===== src/rtl/fx2lp_stream_in_writer.sv =====
// FX2LP slave-FIFO stream-IN master.
// Pushes one word per clock into the FX2 endpoint FIFO while flagd reports
// space, sourcing words from the ADC, a 256-entry sine table or a counter,
// and frames the stream into PKT_LEN-word packets closed by a pkt_end strobe.
module fx2lp_stream_in_writer #(
  parameter int unsigned DATA_W     = 16,
  parameter int unsigned ADC_W      = 12,
  parameter int unsigned PKT_LEN    = 512,
  parameter int unsigned DONE_DELAY = 10,
  parameter logic [1:0]  FIFO_ADDR  = 2'b10
) (
  input  logic              clk_out_0,
  input  logic              reset_n,
  input  logic              flagd,
  input  logic              sync,
  input  logic [1:0]        mode,
  input  logic [7:0]        phase_step,
  input  logic [ADC_W-1:0]  data_adc,
  output logic [DATA_W-1:0] fdata,
  output logic [1:0]        faddr,
  output logic              slwr,
  output logic              slrd,
  output logic              sloe,
  output logic              pkt_end,
  output logic              done,
  output logic [15:0]       pkt_cnt
);

  localparam logic [1:0] IDLE   = 2'd0;
  localparam logic [1:0] WRITE  = 2'd1;
  localparam logic [1:0] PKTEND = 2'd2;

  localparam int unsigned WI_W = (PKT_LEN > 1) ? $clog2(PKT_LEN) : 1;
  localparam int unsigned DC_W = $clog2(DONE_DELAY + 1) + 1;

  localparam logic [DC_W-1:0] DONE_CNT = DC_W'(DONE_DELAY);
  localparam logic [WI_W-1:0] LAST_IDX = WI_W'((PKT_LEN == 0) ? 0 : PKT_LEN - 1);

  // First quadrant (k = 0..64) of floor(127.5 + 127*sin(2*pi*k/256)).
  // The rest of the period follows from LUT[128-k] = LUT[k] and
  // LUT[k+128] = 254 - LUT[k] (127*sin never lands on a half integer).
  localparam logic [7:0] QSINE [0:64] = '{
    8'd127, 8'd130, 8'd133, 8'd136, 8'd139, 8'd143, 8'd146, 8'd149, 8'd152, 8'd155,
    8'd158, 8'd161, 8'd164, 8'd167, 8'd170, 8'd173, 8'd176, 8'd178, 8'd181, 8'd184,
    8'd187, 8'd190, 8'd192, 8'd195, 8'd198, 8'd200, 8'd203, 8'd205, 8'd208, 8'd210,
    8'd212, 8'd215, 8'd217, 8'd219, 8'd221, 8'd223, 8'd225, 8'd227, 8'd229, 8'd231,
    8'd233, 8'd234, 8'd236, 8'd238, 8'd239, 8'd240, 8'd242, 8'd243, 8'd244, 8'd245,
    8'd247, 8'd248, 8'd249, 8'd249, 8'd250, 8'd251, 8'd252, 8'd252, 8'd253, 8'd253,
    8'd253, 8'd254, 8'd254, 8'd254, 8'd254
  };

  function automatic logic [7:0] sine_lut(input logic [7:0] idx);
    logic [6:0] k;
    logic [7:0] v;
    k = idx[6] ? (7'd64 - {1'b0, idx[5:0]}) : {1'b0, idx[5:0]};
    v = QSINE[k];
    return idx[7] ? (8'd254 - v) : v;
  endfunction

  logic [1:0]        state;
  logic [1:0]        mode_l;
  logic [DC_W-1:0]   dcnt;
  logic [WI_W-1:0]   widx;
  logic [7:0]        lut_idx;
  logic [DATA_W-1:0] ctr;

  logic              wr_en;
  logic              last_word;
  logic [1:0]        mode_sel;
  logic [7:0]        lut_idx_nxt;
  logic [DATA_W-1:0] ctr_nxt;
  logic [15:0]       adc_ext;
  logic [7:0]        adc_top;
  logic [DATA_W-1:0] adc_word;
  logic [DATA_W-1:0] sample;

  assign faddr   = FIFO_ADDR;
  assign slrd    = 1'b1;
  assign sloe    = 1'b1;
  assign wr_en   = (state == WRITE) && flagd;
  assign slwr    = ~wr_en;
  assign pkt_end = (state != PKTEND);

  assign last_word   = (PKT_LEN != 0) && (widx == LAST_IDX);
  assign lut_idx_nxt = wr_en ? (lut_idx + phase_step) : lut_idx;
  assign ctr_nxt     = wr_en ? (ctr + DATA_W'(1)) : ctr;

  // In IDLE the live mode is used so the word preloaded on the entry edge
  // matches the mode latched on that same edge.
  assign mode_sel = (state == IDLE) ? mode : mode_l;

  assign adc_ext  = 16'(data_adc);
  assign adc_top  = data_adc[ADC_W-1 -: 8];
  assign adc_word = (DATA_W == 8) ? DATA_W'(adc_top) : DATA_W'(adc_ext);

  // Next word for the FIFO bus from the selected source.
  always_comb begin
    sample = '0;
    case (mode_sel)
      2'd0:    sample = adc_word;
      2'd1:    sample = DATA_W'(sine_lut(lut_idx_nxt));
      default: sample = ctr_nxt;
    endcase
  end

  // Startup delay: saturating count, done held high once reached.
  always_ff @(posedge clk_out_0 or negedge reset_n) begin
    if (!reset_n) begin
      dcnt <= '0;
      done <= 1'b0;
    end else if (dcnt != DONE_CNT) begin
      dcnt <= dcnt + DC_W'(1);
      done <= ((dcnt + DC_W'(1)) == DONE_CNT);
    end else begin
      done <= 1'b1;
    end
  end

  // Write/packet-end sequencing, mode latch and completed-packet count.
  always_ff @(posedge clk_out_0 or negedge reset_n) begin
    if (!reset_n) begin
      state   <= IDLE;
      mode_l  <= '0;
      pkt_cnt <= '0;
    end else begin
      case (state)
        IDLE: begin
          if (done && flagd && sync) begin
            state  <= WRITE;
            mode_l <= mode;
          end
        end
        WRITE: begin
          if (!flagd) begin
            state <= IDLE;
          end else if (last_word) begin
            state <= PKTEND;
          end
        end
        PKTEND: begin
          pkt_cnt <= pkt_cnt + 16'd1;
          state   <= flagd ? WRITE : IDLE;
        end
        default: state <= IDLE;
      endcase
    end
  end

  // Per-write advance of packet position, sine phase and counter source.
  always_ff @(posedge clk_out_0 or negedge reset_n) begin
    if (!reset_n) begin
      widx    <= '0;
      lut_idx <= '0;
      ctr     <= '0;
    end else if (wr_en) begin
      lut_idx <= lut_idx_nxt;
      ctr     <= ctr_nxt;
      if (PKT_LEN != 0) begin
        widx <= last_word ? '0 : (widx + WI_W'(1));
      end
    end
  end

  // FIFO data register: loads on writes and while idle, held otherwise.
  always_ff @(posedge clk_out_0 or negedge reset_n) begin
    if (!reset_n) begin
      fdata <= '0;
    end else if (wr_en || (state == IDLE)) begin
      fdata <= sample;
    end
  end

endmodule


===== config.mk =====
export PLATFORM = sky130hd
export DESIGN_NAME = fx2lp_stream_in_writer
export DESIGN_NICKNAME = d
export VERILOG_FILES = /design/src/rtl/fx2lp_stream_in_writer.sv
export SDC_FILE = /design/constraint.sdc
export NUM_CORES = 1
export LEC_CHECK = 0
export ABC_AREA = 1
export BUFFER_PORTS_ARGS = -buffer_cell sky130_fd_sc_hd__buf_2
export CORE_MARGIN = 2
export CORE_UTILIZATION = 53
export DETAILED_ROUTE_END_ITERATION = 8
export GPL_TIMING_DRIVEN = 0
export MAX_ROUTING_LAYER = met4
export PLACE_DENSITY = 0.77
export RECOVER_POWER = 50
export SLEW_MARGIN = 20
export SYNTH_ARGS = -nofsm -noshare
export SYNTH_HDL_FRONTEND = slang
export SYNTH_SLANG_ARGS = --single-unit

===== constraint.sdc =====
create_clock -name clk_out_0 -period 3 [get_ports clk_out_0]
set_input_delay 0.45 -clock clk_out_0 [delete_from_list [all_inputs] [get_ports clk_out_0]]
set_output_delay 0.45 -clock clk_out_0 [all_outputs]
set_load 0.02 [all_outputs]

==> results of run 1 <==
==> cell families after synthesis <==
group / after synthesis
xor+xnor: 35
flops: 75
simple gates: 359
compound gates: 63
fa+ha+maj: 25
other cells: 2
buf+inv: 115
==> stage by stage <==
step | setup TNS (ps) | utilization [%]
global route | -5510 | 66.6
floorplan | -478 | -
CTS | -1350 | 65.4
finish | -1920 | 66.6
global placement | -3700 | 60.5
detailed placement | -4050 | 60.9
==> synthesized netlist by cell type, types with 6 or more instances <==
library cell / count
buf_6: 6
inv_1: 93
xor2_1: 25
nand3_2: 8
xnor2_1: 10
buf_4: 6
nand2_2: 15
nand3_1: 76
a21oi_1: 16
nor3_1: 11
nand4_1: 7
ha_1: 24
nand2_1: 186
o21ai_0: 22
dfrtp_1: 75
nor2_1: 44
==> worst register-to-register path, stage by stage, from the launching register on <==
cell     delay (ps)
dfrtp_1         400
ha_4            150
inv_2            30
fa_2            520
nand2_2          70
nand2_4         100
buf_4           130
nand3_4         100
nand3_1         100
nand2_1          70
nand2_2          80
nand2_4          90
buf_6           140
buf_4           130
nand2_1          60
nand3_1          70
nand2_1          80
nand2_2          60
nor2_4          150
ha_4            160
nand3_2          70
nand2_2          90
xnor2_1         120
nand2_1         110
a21oi_2         160
==> sequential cells by signal, indices dropped and copies added (netlist names) <==
| signal | count |
|---|---|
| ctr | 16 |
| done | 1 |
| pkt_cnt | 16 |
| widx | 9 |
| fdata | 16 |
| lut_idx | 8 |
| dcnt | 5 |
| mode_l | 2 |
| state | 2 |
==> layer usage <==
metal	track usage, %	part of all wire, %	up-vias
met5	-	0	-
met4	7.07	2.4	0
met3	4.42	5.1	29
met2	39.9	49	154
met1	30.7	44	2130
li1	-	-	2336
==> cells in the final DEF (no fill, tap or decap), types with 3 or more instances in the layout <==
master      n
buf_6       7
nor2_2      4
inv_2       7
dfrtp_1    75
nand2_4     9
nor2_1     42
buf_2      58
ha_4       10
nand3_2     9
o21ai_0    20
inv_1      90
buf_4      27
ha_1       14
conb_1      4
clkbuf_8    9
a21oi_1    13
nand4_1     7
nand2_2    23
nand3_4     6
o21ai_1     5
xor2_1     25
xnor2_1    10
a22oi_1     3
nor3_1     11
nand2_1   170
a31oi_1     4
o22ai_1     3
clkbuf_1    7
nand3_1    70
a21oi_2     4
o211ai_1    3
==> repair_timing <==
item                                   4_1_cts  5_1_grt
pin swaps                                   24       12
buffers inserted                            15        7
cloned                                       1        0
endpoints found under the hold margin       18        0
setup endpoints to repair                    8        8
hold buffers                                 1        0
resized for setup                           21       22
==> report_power, final <==
group	switching (mW)	internal (mW)	total (mW)
Combinational	2.84	1.88	4.73
Clock	0.425	0.316	0.741
Sequential	0.151	1.22	1.38
==> area by class of cell <==
cell class                      count  share of cell area [%]
Buffer                             16                    2.08
Clock inverter                      7                   0.981
Clock buffer                        9                    2.02
Sequential cell                    75                    30.7
Inverter                           99                    6.07
Tap cell                          111                    2.27
Timing Repair Buffer               85                    7.91
Multi-Input combinational cell    486                    48.0
==> worst max-delay path by stage <==
| stage | startpoint | end | cells after the start |
|---|---|---|---|
| final | lut_idx[0] | fdata[4] | 24 |
| after global routing | lut_idx[0] | fdata[4] | 25 |
| after CTS | lut_idx[0] | fdata[4] | 26 |
| after detailed placement | phase_step[0] | fdata[2] | 27 |
| after global placement | phase_step[0] | fdata[2] | 22 |
| after floorplan | phase_step[0] | fdata[2] | 22 |
==> implementation parameters, run 1 <==
Parameter                              Value

Synth
  Main combinational cell family by area after synthesis ... simple AND/OR/NAND/NOR gates
  Area fraction of the dominant cell type after synthesis ... 37.5%
  Fraction of registers with async set/reset ... 100%
  Adder-Cell Fraction of Synth Area ... 6.40%
  Fraction of the mapped netlist area in compound gates ... 7.42%
  Number of synthesized register bits ... between 70 and 80
  Main flop type after synthesis ... dfrtp_1
  XOR/XNOR share of the synthesized area ... 6.12%
  Sequential-to-total area share from yosys stat ... between 30% and 40%
  Biggest area consumer among synthesized cells ... dfrtp_1
  Netlist cell types ... 43
  Simple-gate share of the synthesized area ... 32.5%
  Number of warnings printed during yosys synthesis ... 0
  Largest cells by area after synthesis ... dfrtp_1 (37%), nand2_1 (14%), nand3_1 (7.6%)
  Number of enable flip-flop cells after synthesis ... 0
  Multiplexer share of the synthesized area ... 0%
  Synthesized area per cell ... 7.43 um^2
  Post-synth design cell area ... 5010 um^2
  Number of instances in the synthesized netlist ... between 600 and 700

Flow run
  Number of max-cap violations ... 0

Route
  DRC Markers ... 0
  DR WL/cell ... 13.5 um
  Number of vias per cell ... 5.24
  Detailed Route WL ... roughly 12000 um
  Number of nets still failing antenna checks after routing ... 0
  Total number of vias ... 4649
  TritonRoute pass-1 iters ... 6
  Drt first-iter violations ... between 200 and 300

Worst hold path
  Launch instance of the worst min-delay path ... data_adc[9]
  Type of the worst min-delay path ... in -> reg
  Worst hold path depth ... 3
  Endpoint of the worst hold-timing path ... fdata[9]

Finish
  N_diodes ... 0
  Nets ... 823
  Layout overhead on the synthesized area ... 22.3%
  Non-Filler Instances ... 888
  Multi-input gate area in the final layout ... ~2900 um^2
  Total area of sequential cells ... 1880 um^2
  Layout fillers ... 773
  Proportion of layout cells with a drive suffix above 1 ... a little under a quarter
  Post-route design area ... 6120 um^2

Setup path
  Crit path max fanout ... 7
  Kind of cell with the highest combined delay on the critical path ... simple AND/OR/NAND/NOR gates
  Crit path capture type ... flip-flop
  Required time at the worst-slack endpoint ... 3280 ps
  Critical Path AT ... 3590 ps
  Logic depth of the worst register-to-register path ... 24
  Critical path class ... reg -> reg
  Launch point of the worst reg-to-reg path ... lut_idx[0]
  Nature of the critical path startpoint ... flip-flop
  Bufs and invs on worst path ... 4
  Slowest stage cell, crit path ... fa_2
  Critical R2R Capture ... fdata[4]
  Cells along the critical path ... ha_4 -> inv_2 -> fa_2 -> nand2_2 -> nand2_4 -> buf_4 -> nand3_4 -> nand3_1 -> nand2_1 -> nand2_2 -> nand2_4 -> buf_6 -> buf_4 -> nand2_1 -> nand3_1 -> nand2_1 -> nand2_2 -> nor2_4 -> ha_4 -> nand3_2 -> nand2_2 -> xnor2_1 -> nand2_1 -> a21oi_2
  Reg-to-reg setup timing slack ... -300 ps
  Largest stage delay, worst path ... around 520 ps

CTS
  Clock tree buffer depth ... 2
  TritonCTS Buffers ... 9
  Total number of H-tree levels ... 3
  CTS tree ... yes
  Total number of clock tree sinks ... 75
  Worst-skew pair later-pin latency ... about 360 ps
  Clock slew at the register clock pins of the worst setup and hold paths ... ~80 ps
  Clock root cell ... clkbuf_8

STA
  Actual transition at the worst max-transition pin ... 1250 ps
  Worst rel slew slack ... 16.7%
  RSZ-0062 raised after global routing ... yes
  Final hold violation count ... 0
  Fin Clk Skew ... ~14 ps
  Minimum setup slack in the final design ... -303 ps
  Endpoints failing setup ... 8
  Number of max-slew violations in the final report ... 0
  Final worst-path cycle share ... 110%
  Highest clock rate ... 303 MHz
  Minimum clock period ... approximately 3300 ps
  Worst slack on hold paths ... around 360 ps

Global route
  Global route total overflow ... 0
  Vias in the first global route ... approximately 4400
  Tot GR Track Use ... 24.3%
  Wire length of the first global-routing pass ... 19500 um
  Pin count of the biggest net entering global routing ... 58
  Initial antenna violation count ... 0

Placement
  Half-perimeter wire length of the detailed placement result ... between 8000 and 9000 um
  Final RePlAce weighted congestion ... 0.920
  Number of I/O port buffers ... 60
  Cell count after placement ... 848
  Pre-CTS setup slack ... -620 ps
  Cell area after placement ... between 5000 and 6000 um^2

Floorplanning
  Die ar. ... just over 10000 um^2
  Die boundary width ... 101 um
  IO Pins ... 65
  Core region area ... 9200 um^2
  Height of the chip ... 101 um
  Cell row count ... 35
  Starting density of the core ... 54.4%

Power and ir drop
  Overall power consumption ... 6.84 mW
  Leak ... 3.23 nW
  Peak supply drop ... roughly 0.80 mV
  Power density normalized to cell area ... between 1000 and 1500 nW/um^2

Outcome
  Outcome ... finished with violations
  Violations in the final reports ... negative setup slack
(Power assumes the default switching activity.)
==> run 2, diff against run 1 <==
--- a/config.mk
+++ b/config.mk
@@ -8,11 +8,12 @@
 export ABC_AREA = 1
 export BUFFER_PORTS_ARGS = -buffer_cell sky130_fd_sc_hd__buf_2
 export CORE_MARGIN = 2
-export CORE_UTILIZATION = 53
+export CORE_UTILIZATION = 45
+export CTS_BUF_LIST = sky130_fd_sc_hd__clkbuf_4 sky130_fd_sc_hd__clkbuf_8
 export DETAILED_ROUTE_END_ITERATION = 8
 export GPL_TIMING_DRIVEN = 0
 export MAX_ROUTING_LAYER = met4
-export PLACE_DENSITY = 0.77
+export PLACE_DENSITY = 0.67
 export RECOVER_POWER = 50
 export SLEW_MARGIN = 20
 export SYNTH_ARGS = -nofsm -noshare
==> run 2 against run 1 <==
Effect of this change:
- the flow still finishes with violations (negative setup slack)
- combinational power is 9.9% higher
- wire length is 3.0% higher
- highest routed layer unchanged
- clock skew is 2.2 ps lower
- critical path type unchanged
- non-clock buffer count is 2 higher
- first-iteration DRC count is 1.5% higher
==> implementation parameters, run 2 (same netlist as run 1, synthesis figures left out) <==
Parameter                              Value

STA
  Number of max-slew violations in the final report ... 0 (unchanged)
  Final worst-path cycle share ... 111% (+0.72 points)
  Final hold violation count ... 0 (unchanged)
  RSZ-0062 raised after global routing ... yes
  Minimum clock period ... 3320 ps (+21.6 ps)
  Worst rel slew slack ... 18.8% (+2.0 points)
  Highest clock rate ... 301 MHz (-0.65%)
  Fin Clk Skew ... 11.6 ps (-2.18 ps)
  Actual transition at the worst max-transition pin ... 1220 ps (-30.3 ps)
  Minimum setup slack in the final design ... -325 ps (-21.6 ps)
  Endpoints failing setup ... 8 (unchanged)

Placement
  Final RePlAce weighted congestion ... 0.888 (-3.5%)
  Half-perimeter wire length of the detailed placement result ... 8970 um (+4.4%)
  Cell area after placement ... 5630 um^2 (+0.65%)
  Number of I/O port buffers ... 60 (unchanged)
  Pre-CTS setup slack ... -634 ps (-14.0 ps)

Setup path
  Crit path max fanout ... 5 (-2)
  Largest stage delay, worst path ... 400 ps (-120 ps)
  CP dominant cell by count ... nand2_2
  Nature of the critical path startpoint ... flip-flop
  Slowest stage cell, crit path ... dfrtp_1
  Startpoint of the most critical setup path ... lut_idx[0]
  Critical Path AT ... 3610 ps (+20 ps)
  Required time at the worst-slack endpoint ... 3290 ps (about the same)
  Critical path class ... reg -> reg
  Launch point of the worst reg-to-reg path ... lut_idx[0]
  Crit path capture type ... flip-flop

Finish
  Multi-input gate area in the final layout ... 3020 um^2 (+2.8%)
  Commonest non-fill, non-tap cell in the layout ... nand2_1
  Post-route design area ... 6340 um^2 (+3.5%)
  Layout fillers ... 980 (+27%)
  Proportion of layout cells with a drive suffix above 1 ... 25.9% (+2.0 points)
  Nets ... 825 (+0.24%)
  Total area of sequential cells ... 1880 um^2 (unchanged)
  Most frequent cells in the layout ... nand2_1 (164), inv_1 (90), dfrtp_1 (75)
  N_diodes ... 0 (unchanged)
  Biggest registers after layout ... ctr x16, fdata x16, pkt_cnt x16
  Layout overhead on the synthesized area ... 26.6%

CTS
  Clock slew at the register clock pins of the worst setup and hold paths ... 80 ps (about the same)
  Total number of clock tree sinks ... 75 (unchanged)
  TritonCTS Buffers ... 9 (unchanged)
  Clock root cell ... clkbuf_8
  CTS tree ... yes
  Worst-skew pair later-pin latency ... 360 ps (about the same)
  Clock tree buffer depth ... 2 (unchanged)
  Total number of H-tree levels ... 3 (unchanged)

Route
  Total number of vias ... 4662 (+0.28%)
  Number of vias per cell ... 5.07 (-3.1%)
  Drt first-iter violations ... 263 (+1.5%)
  Number of nets still failing antenna checks after routing ... 0 (unchanged)
  TritonRoute pass-1 iters ... 4 (-2)
  DRC Markers ... 0 (unchanged)
  Detailed Route WL ... 12300 um (+3.0%)
  DR WL/cell ... 13.4 um (-0.46%)

Power and ir drop
  Peak supply drop ... 0.784 mV (-2.0%)
  Comb pwr share ... 69.7% (+0.6 points)
  Leak ... 3.30 nW (+2.2%)
  Power density normalized to cell area ... 1180 nW/um^2 (+5.3%)
  Clock share of power ... 12.0% (+1.2 points)
  Switching portion of total power ... 48.2% (-1.8 points)
  Internal Pwr Total ... 3.87 mW (+13%)
  Overall power consumption ... 7.46 mW (+9.0%)
  Switching power ... 3.59 mW (+5.1%)
  Share of total power in sequential cells ... 18.4% (-1.7 points)

Floorplanning
  Die ar. ... 12000 um^2 (+17%)
  Height of the chip ... 109 um (+8.2%)
  Core region area ... 10800 um^2 (+18%)
  Cell row count ... 38 (+8.6%)
  Starting density of the core ... 46.2% (-8.3 points)
  Die boundary width ... 109 um (+8.2%)
  IO Pins ... 65 (unchanged)

Global route
  Pin count of the biggest net entering global routing ... 55 (-5.2%)
  Vias in the first global route ... 4355 (-0.46%)
  Initial antenna violation count ... 0 (unchanged)
  Global route total overflow ... 0 (unchanged)
  Wire length of the first global-routing pass ... 19800 um (+1.3%)
  Tot GR Track Use ... 21.3% (-3.0 points)

Outcome
  Violations in the final reports ... negative setup slack
  Outcome ... finished with violations

Flow run
  Number of max-cap violations ... 0 (unchanged)

Worst hold path
  Type of the worst min-delay path ... in -> reg
  Launch instance of the worst min-delay path ... data_adc[1]
==> run 2: cell count changes in the layout (fill, tap and decap cells not counted), moves of 3 or more <==
cell     before  now
nand3_1      70   63
nand3_2       9   14
nand2_1     170  164
nand2_2      23   26
==> run 2: cell type report <==
cell class | count | area share, %
multi-input cells | 486 | 47.7
flip-flops and latches | 75 | 29.6
repair buffers | 87 | 8.49
inverters | 99 | 5.86
well taps | 140 | 2.76
clock buffers | 11 | 2.29
plain buffers | 16 | 2.01
clock inverters | 5 | 1.32
==> run 2: power groups by stage <==
stage               sequential (mW)  clock, mW  combinational (mW)
finish                         1.37      0.893                5.20
global route                   1.40      0.962                5.72
CTS                            1.37      0.905                4.24
detailed placement             1.39          0                3.88
global placement               1.38          0                3.81
floorplan                      1.43          0                3.04
==> run 2: metrics by stage <==
step,hold slack (ps),instances,util [%],TNS [ps]
after floorplan,154,676,-,-478
after global placement,450,876,51.7,-3760
after detailed placement,371,877,52.0,-4260
after CTS,355,907,55.6,-1910
after global routing,353,919,58.5,-4030
final,357,919,58.5,-2320
==> run 2: what timing repair did <==
item	CTS	global route
pin swaps	20	22
setup buffers	13	12
hold endpoints to repair	16	0
cloned	0	0
setup endpoints to repair	8	8
resized for setup	13	48
hold buffers	1	0
==> run 2: worst paths after layout <==
path	to	slack, ps	cells after the start
max	fdata[2]	-320	25
min	fdata[1]	360	3
max reg2reg	fdata[2]	-320	25
min reg2reg	fdata[15]	490	2
max in group asynchronous	dcnt[0]	690	3
min in group asynchronous	fdata[2]	870	2
==> run 2: metal layers <==
metal | part of all wire, % | GRT usage [%]
met3 | 4.0 | 3.85
met4 | 1.3 | 5.15
met5 | 0 | -
met1 | 45 | 26.8
met2 | 50 | 35.7
==> run 2: worst max-delay path: cells and delay by family, from the launching register on <==
| family | cells | cell delay, ps |
|---|---|---|
| AOI/OAI and AO/OA | 3 | 380 |
| xor gates and xnor gates | 1 | 200 |
| adders and majority gates | 4 | 880 |
| buffers and inverters | 3 | 220 |
| DFF | 1 | 400 |
| and+or+nand+nor | 14 | 1160 |
==> run 3, diff against run 2 <==
--- a/config.mk
+++ b/config.mk
@@ -5,7 +5,6 @@
 export SDC_FILE = /design/constraint.sdc
 export NUM_CORES = 1
 export LEC_CHECK = 0
-export ABC_AREA = 1
 export BUFFER_PORTS_ARGS = -buffer_cell sky130_fd_sc_hd__buf_2
 export CORE_MARGIN = 2
 export CORE_UTILIZATION = 45
==> run 3 against run 2 <==
Effect of this change:
- the run ends with max-capacitance violations, max-slew violations, negative setup slack left
- largest power group unchanged
- clock skew decreased by 5.9 ps
- sequential power is essentially flat
- critical path depth fell by 5
- maximum frequency down 24%
- utilization decreased by 0.91 points
- combinational power increased by 9.8%
- non-clock buffer count grew 4
- register-to-register slack got worse by 1000 ps
- global-route usage increased by 1.5 points
==> implementation parameters, run 3 <==
Parameter                              Value

Worst hold path
  Launch instance of the worst min-delay path ... data_adc[11]
  Type of the worst min-delay path ... in -> reg

Global route
  Tot GR Track Use ... 22.8% (+1.5 points)
  Global route total overflow ... 0 (unchanged)
  Wire length of the first global-routing pass ... 22700 um (+15%)
  Pin count of the biggest net entering global routing ... 47 (-15%)
  Vias in the first global route ... 4622 (+6.1%)
  Initial antenna violation count ... 0 (unchanged)

Setup path
  Reg-to-reg setup timing slack ... -1360 ps (-1040 ps)
  Slowest stage cell, crit path ... or3_4
  Crit path max fanout ... 4 (-1)
  Nature of the critical path startpoint ... flip-flop
  Startpoint of the most critical setup path ... lut_idx[0]
  Launch point of the worst reg-to-reg path ... lut_idx[0]
  Largest stage delay, worst path ... 410 ps (about the same)
  Critical Path AT ... 4630 ps (+1020 ps)
  Critical path class ... reg -> reg
  Crit path capture type ... flip-flop
  Cells along the critical path ... ha_4 -> inv_2 -> fa_2 -> nand2b_4 -> a211oi_4 -> mux2_4 -> nor2_8 -> inv_2 -> buf_6 -> o21ai_4 -> inv_4 -> ha_4 -> or3_4 -> a21oi_2 -> nor4_2 -> a211oi_4 -> nand2_2 -> or4_1 -> o21a_1 -> a31oi_1
  Required time at the worst-slack endpoint ... 3270 ps (-20 ps)

STA
  Final hold violation count ... 0 (unchanged)
  RSZ-0062 raised after global routing ... yes
  Minimum clock period ... 4360 ps (+1040 ps)
  Highest clock rate ... 229 MHz (-24%)
  Minimum setup slack in the final design ... -1360 ps (-1040 ps)
  Worst slack on hold paths ... 354 ps (-3.84 ps)
  Endpoints failing setup ... 8 (unchanged)
  Number of max-slew violations in the final report ... 31 (+31)
  Worst rel slew slack ... -3.97% (-23 points)
  Fin Clk Skew ... 5.73 ps (-5.92 ps)
  Actual transition at the worst max-transition pin ... 1560 ps (+341 ps)
  Final worst-path cycle share ... 145% (+35 points)

Power and ir drop
  Leak ... 2.84 nW (-14%)
  Peak supply drop ... 0.757 mV (-3.4%)
  Power density normalized to cell area ... 1250 nW/um^2 (+6.1%)

Placement
  Number of I/O port buffers ... 60 (unchanged)
  Final RePlAce weighted congestion ... 0.961 (+8.2%)
  Cell count after placement ... 765 (-13%)
  Half-perimeter wire length of the detailed placement result ... 9730 um (+8.5%)

Finish
  Commonest non-fill, non-tap cell in the layout ... dfrtp_1
  Total area of sequential cells ... 1880 um^2 (+0.13%)
  Multi-input gate area in the final layout ... 3330 um^2 (+10%)
  Proportion of layout cells with a drive suffix above 1 ... 26.9% (+0.99 points)
  Most frequent cells in the layout ... dfrtp_1 (73), nand2_1 (57), buf_2 (53)
  Layout overhead on the synthesized area ... 23.5%
  Nets ... 713 (-14%)
  Biggest registers after layout ... ctr x16, fdata x16, pkt_cnt x16
  N_diodes ... 0 (unchanged)
  Non-Filler Instances ... 805 (-12%)
  Layout fillers ... 962 (-1.8%)

Floorplanning
  Core region area ... 11000 um^2 (+1.3%)
  Cell row count ... 38 (unchanged)
  Height of the chip ... 111 um (+1.1%)
  IO Pins ... 65 (unchanged)
  Starting density of the core ... 46.6% (+0.44 points)
  Die boundary width ... 111 um (+1.1%)
  Die ar. ... 12300 um^2 (+2.2%)

Route
  DR WL/cell ... 16.8 um (+26%)
  Number of nets still failing antenna checks after routing ... 0 (unchanged)
  TritonRoute pass-1 iters ... 7 (+3)
  Detailed Route WL ... 13600 um (+10%)
  DRC Markers ... 0 (unchanged)
  Total number of vias ... 4667 (+0.11%)
  Drt first-iter violations ... 420 (+60%)
  Routed length on met3 ... 662 um (+35%)
  Number of vias per cell ... 5.80 (+14%)
  Wl on met1 ... 6100 um (+11%)
  Uppermost signal routing layer after detailed routing ... met4
  Met2 Wirelength ... 6480 um (+5.5%)

CTS
  Clock tree buffer depth ... 2 (unchanged)
  Hold bufs inserted after CTS ... 0 (-1)
  Total number of H-tree levels ... 3 (unchanged)
  CTS tree ... yes
  Clock root cell ... clkbuf_8
  Worst-skew pair later-pin latency ... 350 ps (about the same)
  TritonCTS Buffers ... 9 (unchanged)
  Total number of clock tree sinks ... 75 (unchanged)
  Clock slew at the register clock pins of the worst setup and hold paths ... 80 ps (about the same)

Synth
  Fraction of registers with async set/reset ... 100% (unchanged)
  Cell with the most instances after synthesis ... dfrtp_1
  Sequential-to-total area share from yosys stat ... 36.6% (-0.83 points)
  Post-synth design cell area ... 5120 um^2 (+2.3%)
  Number of warnings printed during yosys synthesis ... 0 (unchanged)
  Leading cell types by count after synthesis ... dfrtp_1 (75), nand2_1 (58), nor2_1 (45)
  Number of enable flip-flop cells after synthesis ... 0 (unchanged)
  Biggest area consumer among synthesized cells ... dfrtp_1
  Synthesized area per cell ... 9.11 um^2 (+23%)
  Largest cells by area after synthesis ... dfrtp_1 (37%), ha_1 (5.9%), xnor2_1 (5.6%)
  Area fraction of the dominant cell type after synthesis ... 36.6% (-0.83 points)
  Netlist cell types ... 82 (+91%)
  Number of instances in the synthesized netlist ... 562 (-17%)
  Main flop type after synthesis ... dfrtp_1
  Number of synthesized register bits ... 75 (unchanged)

Outcome
  Violations in the final reports ... max-capacitance violations, max-slew violations, negative setup slack
  Outcome ... finished with violations

Flow run
  Number of max-cap violations ... 1 (+1)
## run 3: cells by family (layout without fill, tap and decap cells)
logic type,count (synthesis),in the layout,synth area share [%]
compound gates,145,145,20.5
xor+xnor,48,48,8.36
fa+ha+maj,25,25,6.25
buf+inv,45,146,4.28
flops,75,75,36.6
mux,14,14,3.05
other cells,2,4,0.147
simple gates,208,208,20.7
## run 3: stage by stage
stage	power (mW)	instance area, um^2	utilization (%)	TNS [ps]	setup slack [ps]
finish	7.89	6320	57.6	-10050	-1360
global route	8.37	6320	57.6	-11150	-1480
CTS	7.22	6150	56.0	-9640	-1290
detailed placement	5.69	5700	51.9	-16110	-2190
global placement	5.65	5670	51.6	-15820	-2150
floorplan	4.67	5190	-	-9460	-1340
## run 3: per-layer routing
layer / global-route usage [%] / vias up
li1: - / 2226
met1: 29.7 / 2228
met2: 37.1 / 181
met3: 3.06 / 32
met4: 7.75 / 0
met5: - / -
## run 3: worst max-delay path, delay by kind of cell, from the launching register on
family / cells / cell delay (ps)
AND/OR/NAND/NOR: 6 / 1280
adder cells (fa/ha/maj): 3 / 650
AO/OA/AOI/OAI: 6 / 1280
multiplexers: 1 / 380
buffers and inverters: 4 / 290
flip-flops: 1 / 390
## run 3: what timing repair did
action / 4_1_cts / 5_1_grt
endpoints found under the hold margin: 0 / 0
resized for setup: 24 / 28
setup buffers: 16 / 11
pin swaps: 20 / 22
endpoints found under the setup margin: 8 / 8
## run 3: area by class of cell
cell class | instances | share of cell area (%)
inverters | 25 | 1.60
flip-flops and latches | 75 | 29.7
multi-input cells | 444 | 52.6
clock buffers | 11 | 2.20
plain buffers | 19 | 2.14
repair buffers | 88 | 7.94
well taps | 140 | 2.77
clock inverters | 3 | 1.03
## run 3: final timing paths
path                                     to  cells past startpoint
max in group asynchronous        lut_idx[0]                      2
worst min-delay path              fdata[11]                      3
min in group asynchronous       pkt_cnt[13]                      1
worst max register to register     fdata[7]                     20
worst min register to register  pkt_cnt[15]                      1
worst max-delay path               fdata[7]                     20
## run 3: report_power, final
part | switching [mW] | internal, mW | total, mW | leakage, nW
clock network | 0.366 | 0.477 | 0.843 | 0.106
logic | 3.26 | 2.45 | 5.71 | 1.76
registers | 0.157 | 1.18 | 1.34 | 0.974
total | 3.78 | 4.11 | 7.89 | 2.84
